--- config.mk ---
export PLATFORM = sky130hd
export DESIGN_NAME = wb_arbiter
export DESIGN_NICKNAME = d
export VERILOG_FILES = /design/src/rtl/wb_arbiter.sv
export SDC_FILE = /design/constraint.sdc
export NUM_CORES = 1
export LEC_CHECK = 0
export ABC_AREA = 1
export CAP_MARGIN = 20
export CORE_ASPECT_RATIO = 1.5
export CORE_MARGIN = 8
export CORE_UTILIZATION = 50
export CTS_BUF_LIST = sky130_fd_sc_hd__clkbuf_4
export CTS_CLUSTER_DIAMETER = 100
export DETAILED_ROUTE_END_ITERATION = 16
export PLACE_DENSITY = 0.85
export REMOVE_ABC_BUFFERS = 1
export SLEW_MARGIN = 25
export SYNTH_ARGS = -nofsm -noshare
export SYNTH_HDL_FRONTEND = slang
export SYNTH_SLANG_ARGS = --single-unit
--- constraint.sdc ---
create_clock -name CLK -period 3.8 [get_ports CLK]
set_clock_uncertainty 0.05 [all_clocks]
set_input_delay 1.14 -clock CLK [delete_from_list [all_inputs] [get_ports CLK]]
set_output_delay 1.14 -clock CLK [all_outputs]
set_load 0.03 [all_outputs]
--- src/rtl/wb_arbiter.sv ---
// Writeback arbiter: two result FIFOs (ALU, LSU) sharing one RF write port and the
// ROB completion port, round-robin granted one result per cycle.
module wb_arbiter #(
   parameter int unsigned ROBINDEX = 6,
   parameter int unsigned DEPTH    = 4,
   parameter int unsigned PTRW     = 2
) (
   input  logic                CLK,
   input  logic                RESET,
   input  logic                FREEZE,
   input  logic                ALU_valid_IN,
   output logic                ALU_ready_OUT,
   input  logic [31:0]         ALU_data_IN,
   input  logic [5:0]          ALU_dest_IN,
   input  logic                ALU_regwrite_IN,
   input  logic [ROBINDEX-1:0] ALU_rob_IN,
   input  logic                LSU_valid_IN,
   output logic                LSU_ready_OUT,
   input  logic [31:0]         LSU_data_IN,
   input  logic [5:0]          LSU_dest_IN,
   input  logic                LSU_regwrite_IN,
   input  logic [ROBINDEX-1:0] LSU_rob_IN,
   output logic [31:0]         write_register_data,
   output logic [5:0]          write_register_index,
   output logic                write_register_flag,
   output logic                ROB_complete_OUT,
   output logic [ROBINDEX-1:0] ROB_complete_index_OUT
);

   localparam int unsigned NSRC     = 2;
   localparam logic [PTRW:0] FULL_CNT = (PTRW+1)'(DEPTH);

   typedef struct packed {
      logic [31:0]         data;
      logic [5:0]          dest;
      logic                regwrite;
      logic [ROBINDEX-1:0] rob;
   } entry_t;

   // Source index 0 is the ALU path, 1 is the load/store path.
   entry_t            mem_q   [NSRC][DEPTH];
   entry_t            mem_d   [NSRC][DEPTH];
   logic [PTRW-1:0]   rptr_q  [NSRC];
   logic [PTRW-1:0]   rptr_d  [NSRC];
   logic [PTRW-1:0]   wptr_q  [NSRC];
   logic [PTRW-1:0]   wptr_d  [NSRC];
   logic [PTRW:0]     cnt_q   [NSRC];
   logic [PTRW:0]     cnt_d   [NSRC];
   entry_t            in_c    [NSRC];
   logic              valid_c [NSRC];
   logic              ready_c [NSRC];
   logic              push_c  [NSRC];
   logic              ne_c    [NSRC];
   logic              gnt_c   [NSRC];

   logic                prio_q, prio_d;
   logic [31:0]         wr_data_q, wr_data_d;
   logic [5:0]          wr_index_q, wr_index_d;
   logic                wr_flag_q, wr_flag_d;
   logic                cmp_q, cmp_d;
   logic [ROBINDEX-1:0] cmp_idx_q, cmp_idx_d;

   // Handshake and round-robin grant
   always_comb begin
      in_c[0]    = {ALU_data_IN, ALU_dest_IN, ALU_regwrite_IN, ALU_rob_IN};
      in_c[1]    = {LSU_data_IN, LSU_dest_IN, LSU_regwrite_IN, LSU_rob_IN};
      valid_c[0] = ALU_valid_IN;
      valid_c[1] = LSU_valid_IN;
      for (int s = 0; s < NSRC; s++) begin
         ready_c[s] = !RESET && !FREEZE && (cnt_q[s] < FULL_CNT);
         push_c[s]  = valid_c[s] && ready_c[s];
         ne_c[s]    = (cnt_q[s] != '0);
      end
      gnt_c[0] = !FREEZE && ne_c[0] && (!ne_c[1] || !prio_q);
      gnt_c[1] = !FREEZE && ne_c[1] && (!ne_c[0] ||  prio_q);
   end

   assign ALU_ready_OUT = ready_c[0];
   assign LSU_ready_OUT = ready_c[1];

   // FIFO next state
   always_comb begin
      for (int s = 0; s < NSRC; s++) begin
         mem_d[s]  = mem_q[s];
         rptr_d[s] = rptr_q[s];
         wptr_d[s] = wptr_q[s];
         cnt_d[s]  = cnt_q[s];
         if (push_c[s]) begin
            mem_d[s][wptr_q[s]] = in_c[s];
            wptr_d[s]           = wptr_q[s] + PTRW'(1);
         end
         if (gnt_c[s]) begin
            rptr_d[s] = rptr_q[s] + PTRW'(1);
         end
         case ({push_c[s], gnt_c[s]})
            2'b10:   cnt_d[s] = cnt_q[s] + (PTRW+1)'(1);
            2'b01:   cnt_d[s] = cnt_q[s] - (PTRW+1)'(1);
            default: cnt_d[s] = cnt_q[s];
         endcase
      end
   end

   // Priority flips to the source that was not just served
   always_comb begin
      prio_d = prio_q;
      if (gnt_c[0]) begin
         prio_d = 1'b1;
      end else if (gnt_c[1]) begin
         prio_d = 1'b0;
      end
   end

   // Writeback outputs; everything holds under FREEZE, strobes included
   always_comb begin
      wr_data_d  = wr_data_q;
      wr_index_d = wr_index_q;
      wr_flag_d  = wr_flag_q;
      cmp_d      = cmp_q;
      cmp_idx_d  = cmp_idx_q;
      if (!FREEZE) begin
         wr_flag_d = 1'b0;
         cmp_d     = 1'b0;
         for (int s = 0; s < NSRC; s++) begin
            if (gnt_c[s]) begin
               wr_data_d  = mem_q[s][rptr_q[s]].data;
               wr_index_d = mem_q[s][rptr_q[s]].dest;
               wr_flag_d  = mem_q[s][rptr_q[s]].regwrite;
               cmp_d      = 1'b1;
               cmp_idx_d  = mem_q[s][rptr_q[s]].rob;
            end
         end
      end
   end

   always_ff @(posedge CLK) begin
      if (RESET) begin
         for (int s = 0; s < NSRC; s++) begin
            rptr_q[s] <= '0;
            wptr_q[s] <= '0;
            cnt_q[s]  <= '0;
         end
         prio_q     <= 1'b0;
         wr_data_q  <= '0;
         wr_index_q <= '0;
         wr_flag_q  <= 1'b0;
         cmp_q      <= 1'b0;
         cmp_idx_q  <= '0;
      end else begin
         for (int s = 0; s < NSRC; s++) begin
            rptr_q[s] <= rptr_d[s];
            wptr_q[s] <= wptr_d[s];
            cnt_q[s]  <= cnt_d[s];
         end
         prio_q     <= prio_d;
         wr_data_q  <= wr_data_d;
         wr_index_q <= wr_index_d;
         wr_flag_q  <= wr_flag_d;
         cmp_q      <= cmp_d;
         cmp_idx_q  <= cmp_idx_d;
      end
   end

   // Storage needs no reset; pushes are already blocked while RESET is high
   always_ff @(posedge CLK) begin
      mem_q <= mem_d;
   end

   assign write_register_data    = wr_data_q;
   assign write_register_index   = wr_index_q;
   assign write_register_flag    = wr_flag_q;
   assign ROB_complete_OUT       = cmp_q;
   assign ROB_complete_index_OUT = cmp_idx_q;

endmodule
==> out/metrics.yaml, run 1 <==
antenna_found_initial: 6
synth-main-ff-cell: "edfxtp_1"
die_area_sq_um: 41700
rsz0062_at_grt: "no"
hp-start: "cnt_q[0][2]"
drcViolationCount: 0
io_pins: 143
synth_seq_cells: 421
path_depth: 3
num_rows: 84
cts_resized: 0
status: "finished clean"
p_per_area_nw_per_um2: 514
numCtsBuffers: 89
cts-root-buf: "clkbuf_4"
period_share: 0.884
syn_inst: 1694
cts-htree-levels: 3
hold_path.class: "reg2reg"
nets: 1970
drt-total-wl_um: 39700
clock-sinks: 421
yosysMostFrequentCell: "nand2_1"
grt_pass1_wl_um: 61800
setup.worst_path.start: "RESET"
cts_hold_buf: 0
synth_seq_area_share: 0.681
hold_depth: 2
syn_to_final_growth_pct: 16.7
crit_chain: "clkdlybuf4s50_1 > nor3_1 > buf_4"
grt_max_degree: 94
die_h_um: 246
io_buffers: 142
endpoint_kind: "output pin"
yosys.area_share.xor_xnor: 0
worstReg2RegStart: "rptr_q[0][0]"
muxShareOfSynthArea: 0
grt.total_usage: 0.189
critPathTopFamily: "buffers and inverters"
yosysUniqueCellTypes: 26
fin_ws_ns: 0.442
rr_worst_depth: 8
netlist_area_sq_um: 17700
post-route-util: 0.591
drive_above_1_share: 0.108
synthSimpleGateAreaFrac: 0.179
post_cts_buffers: 0
initial_utilization: 0.506
firstDrtPassIters: 5
syn_avg_cell_area_sq_um: 10.4
maxSlewHeadroom: 0.336
cp_max_fo: 9
vias_per_cell: 5.02
maxSlewViolCount: 0
synth-edff-count: 360
clock_latency_ns: 0.77
hold_viol: 0
synth_warnings: 0
synth_largest_area_cell: "edfxtp_1"
synth_top_family_by_area: "simple AND/OR/NAND/NOR gates"
start_kind: "input pin"
synth_common_cells: "nand2_1, edfxtp_1, inv_1"
leakage_uw: 0.00854
hpwl_um: 25000
route.vias.total: 12100
cts.clk_slew.worst_paths_ns: 0.08
core_area_sq_um: 34900
cp_slowest_cell: "clkdlybuf4s50_1"
synth_compound_area_frac: 0.0476
die_w_um: 169
async_flop_share: 0
cp_data_arrival_time_ns: 2.17
crit_buf_inv: 2
drtIter0Drc: 952
grt-ovfl-total: 0
pre_cts_slack_ns: 0.345
drtAntennaViolNets: 0
worstPathRequired_ns: 2.61
synthTopCellsByArea: "edfxtp_1, nand2_1, dfxtp_1"
slowest_delay_ns: 0.56
wire_per_inst_um: 16.4
grt_pass1_vias: 12000
yosys.area.top_type_share: 0.612
peakVddDrop_uv: 222
cts_tree: "done"
clock_path_buffers: 3
crit_type: "in2out"
fin_crit_ns: 3.36
max_clock_freq_mhz: 298
setup_viol: 0
drv_cap: 0
gp_congestion: 0.877
synth_fa_ha_area_frac: 0.00935
worst_pin_slew_ns: 0.994
worst paths after layout:
check                                  to  slack [ns]
hold reg to reg               cnt_q[0][2]        0.44
setup reg to reg  write_register_index[2]        1.55
hold / removal                cnt_q[0][2]        0.44
setup / recovery            ALU_ready_OUT        0.44
cell type report:
cell class	count	area [sq um]
Timing Repair Buffer	161	1670
Antenna cell	7	17.5
Inverter	251	945
Multi-Input combinational cell	939	4240
Tap cell	473	592
Sequential cell	421	12000
Clock inverter	48	223
Fill cell	2704	14300
Clock buffer	118	886
cells in the final DEF (no fill, tap or decap):
cell             instances
nand3_2                  1
ha_1                    10
o21ai_1                 51
a21oi_1                 20
nor2_4                   9
bufinv_16                1
diode_2                  7
or2_1                   21
inv_1                  214
nand2_1                508
nand3_1                135
inv_4                    1
edfxtp_1               360
o21ai_0                 97
nand2_4                  2
clkbuf_4               118
nand2_2                  1
nor2_1                  54
clkdlybuf4s50_1        140
fa_1                     2
buf_4                   12
clkinv_1                32
buf_12                   9
clkinvlp_4               1
dfxtp_1                 58
nor3_1                   2
or2_0                   24
clkinv_2                10
nor2_2                   2
inv_2                   40
dfxtp_2                  2
dfxtp_4                  1
flip-flops by register name, indices dropped and copies added (netlist names):
register,flops
write_register_index,6
cnt_q,6
ROB_complete_OUT,1
write_register_data,32
wptr_q,4
prio_q,1
mem_q,360
ROB_complete_index_OUT,6
rptr_q,4
write_register_flag,1
tightest hold or removal path, stage by stage, from the launching register on:
cell     delay, ns
dfxtp_1       0.32
inv_2         0.07
a21oi_1       0.06
stage by stage:
stage	TNS (ns)	total power [uW]	cells	hold WS, ns	instance area [sq um]
final	0	10600	2418	0.443	20600
after global routing	0	11100	2418	0.478	20600
after CTS	0	10700	2411	0.443	20600
after detailed placement	0	7480	2245	0.431	19500
after global placement	0	7400	2245	0.438	19500
after floorplan	-324.93	6640	1611	0.409	17200
power by group:
group | internal, uW | switching [uW]
combinational | 709 | 1310
clock | 1540 | 1680
sequential | 5220 | 143
routing by layer:
| metal | up-vias | global-route usage | wire length (um) |
|---|---|---|---|
| li1 | 5900 | - | - |
| met1 | 5670 | 0.219 | 14900 |
| met2 | 492 | 0.315 | 20000 |
| met3 | 79 | 0.0455 | 3110 |
| met4 | 0 | 0.115 | 1640 |
| met5 | - | 0 | 0 |
cell families (layout without fill, tap and decap cells):
kind of cell,Yosys count,after routing
AO/OA/AOI/OAI,168,168
adder cells (fa/ha/maj),12,12
buffers and inverters,334,578
flip-flops,421,421
other,0,7
AND/OR/NAND/NOR,759,759
No activity file was read; power rests on OpenSTA's default activity.
==> inputs of run 2 (changes only) <==
- DONT_BUFFER_PORTS: default -> 1
- MAX_ROUTING_LAYER: default -> met4
- PLACE_DENSITY: 0.85 -> 0.8
==> out/metrics.yaml, run 2 (same netlist as run 1, synthesis figures left out) <==
cts_hold_buf: 0  # unchanged
clock_path_buffers: 3  # unchanged
r2r_slack_ns: 1.37  # -0.18 ns
cp_max_fo: 5  # -4
grt_pass1_wl_um: 60900  # -1.4%
route.vias.total: 11500  # -5.2%
crit_buf_inv: 1  # -1
drtAntennaViolNets: 0  # unchanged
syn_to_final_growth_pct: 9.35
drcViolationCount: 0  # unchanged
crit_type: "in2out"
rr_worst_depth: 8  # unchanged
drt-total-wl_um: 39300  # -1.0%
hold_path.class: "in2reg"
crit_chain: "nor3_1 > buf_4"
fill_cells: 2873  # +6.3%
gp_congestion: 0.835  # -4.8%
grt.total_usage: 0.195  # +0.00557
status: "finished clean"
grt-ovfl-total: 0  # unchanged
maxSlewHeadroom: 0.324  # -0.0120
endpoint_kind: "output pin"
cts_resized: 0  # unchanged
core_area_sq_um: 34900  # unchanged
grt_max_degree: 94  # unchanged
post_cts_buffers: 0  # unchanged
die_w_um: 169  # unchanged
die_area_sq_um: 41700  # unchanged
hpwl_um: 24400  # -2.0%
path_depth: 2  # -1
final_cell_mix: "nand2_1, edfxtp_1, inv_1"
stdcell_area_sq_um: 19300  # -6.3%
clock_latency_ns: 0.77  # about the same
clock-sinks: 421  # unchanged
r2r-end: "write_register_index[0]"
grt_pass1_vias: 11700  # -2.7%
pre_cts_slack_ns: 0.732  # +0.387 ns
initial_utilization: 0.506  # unchanged
dpl-instance-area_sq_um: 18000  # -7.4%
numCtsBuffers: 90  # +1.1%
max_clock_freq_mhz: 373  # +25%
num_rows: 84  # unchanged
antenna_found_initial: 1  # -5
dp_cells: 2103  # -6.3%
drv_cap: 0  # unchanged
drtIter0Drc: 860  # -9.7%
p_total_uw: 10600  # +0.28%
io_buffers: 0  # -100%
layout_commonest_cell: "nand2_1"
regMostFlops: "mem_q"
cts-htree-levels: 3  # unchanged
peakVddDrop_uv: 239  # +7.6%
worst_pin_slew_ns: 1.01  # +0.0194 ns
worstPathRequired_ns: 2.61  # about the same
worstReg2RegStart: "rptr_q[0][0]"
leakage_uw: 0.00809  # -5.3%
start_kind: "input pin"
io_pins: 143  # unchanged
cts_tree: "done"
slowest_delay_ns: 0.19  # -0.37 ns
seqCellArea_sq_um: 12000  # unchanged
setup_viol: 0  # unchanged
largest_register_ffs: 360  # unchanged
critPathTopFamily: "buffers and inverters"
fin_crit_ns: 2.68  # -0.676 ns
cp_slowest_cell: "buf_4"
fin_ws_ns: 1.12  # +0.676 ns
setup.worst_path.start: "FREEZE"
drive_above_1_share: 0.125  # +0.0168
rsz0062_at_grt: "no"
hold_viol: 0  # unchanged
multi_input_area_sq_um: 4240  # unchanged
period_share: 0.706  # -0.178
maxSlewViolCount: 0  # unchanged
instances_no_fill: 2272  # -6.0%
die_h_um: 246  # unchanged
firstDrtPassIters: 4  # -1
vias_per_cell: 5.07  # +0.88%
p_per_area_nw_per_um2: 551  # +7.0%
cts-root-buf: "clkbuf_4"
worstSetupEndpoint: "ALU_ready_OUT"
cp_data_arrival_time_ns: 1.49  # -0.68 ns
cts.clk_slew.worst_paths_ns: 0.08  # about the same
nets: 1829  # -7.2%
wire_per_inst_um: 17.3  # +5.3%
run 2: cell types whose count changed in the layout (fill, tap and decap cells not counted), sizes merged:
| cell | previous run | this run |
|---|---|---|
| clkdlybuf4s50 | 140 | 0 |
| clkbuf | 118 | 130 |
| clkinv | 42 | 31 |
| diode | 7 | 1 |
| bufinv | 1 | 5 |
| buf | 21 | 19 |
| inv | 255 | 253 |
| clkinvlp | 1 | 0 |
run 2: final cells by class:
type	instances	area share
timing repair buffer	19	0.0119
antenna	1	0.000130
sequential	421	0.623
tap	473	0.0306
clock inverter	38	0.0151
clock buffer	130	0.0505
inverter	251	0.0489
multi-input combinational	939	0.219
run 2: worst min-delay path by stage:
stage,endpoint,slack (ns),startpoint,cells past startpoint
floorplan,cnt_q[0][2],0.41,cnt_q[0][2],2
global placement,prio_q,0.43,prio_q,2
detailed placement,prio_q,0.44,prio_q,2
CTS,mem_q[241],0.29,ALU_data_IN[3],0
global route,cnt_q[0][4],0.31,RESET,1
finish,prio_q,0.38,RESET,1
run 2: worst reg2reg max path: cells and delay by family (launching register included):
kind | cells | cell delay [ns]
DFF | 1 | 0.88
buffers and inverters | 2 | 0.72
and+or+nand+nor | 6 | 0.74
run 2: report_power, final:
| part | internal, uW | switching [uW] | total, uW |
|---|---|---|---|
| clock | 1940 | 1710 | 3650 |
| sequential | 5220 | 485 | 5700 |
| combinational | 396 | 883 | 1280 |
| total | 7550 | 3080 | 10600 |
run 2: routing by layer:
metal	global-route usage	part of all wire	up-vias
li1	-	-	5598
met1	0.197	0.36	5435
met2	0.324	0.50	376
met3	0.0703	0.091	99
met4	0.111	0.044	0
met5	-	0	-
run 2: stage by stage:
step           hold slack [ns]  setup TNS (ns)   util
6_report                 0.381               0  0.553
5_1_grt                  0.306               0  0.553
4_1_cts                  0.293               0  0.553
3_5_place_dp             0.441               0  0.517
3_3_place_gp             0.431               0  0.517
2_1_floorplan            0.409         -324.93      -
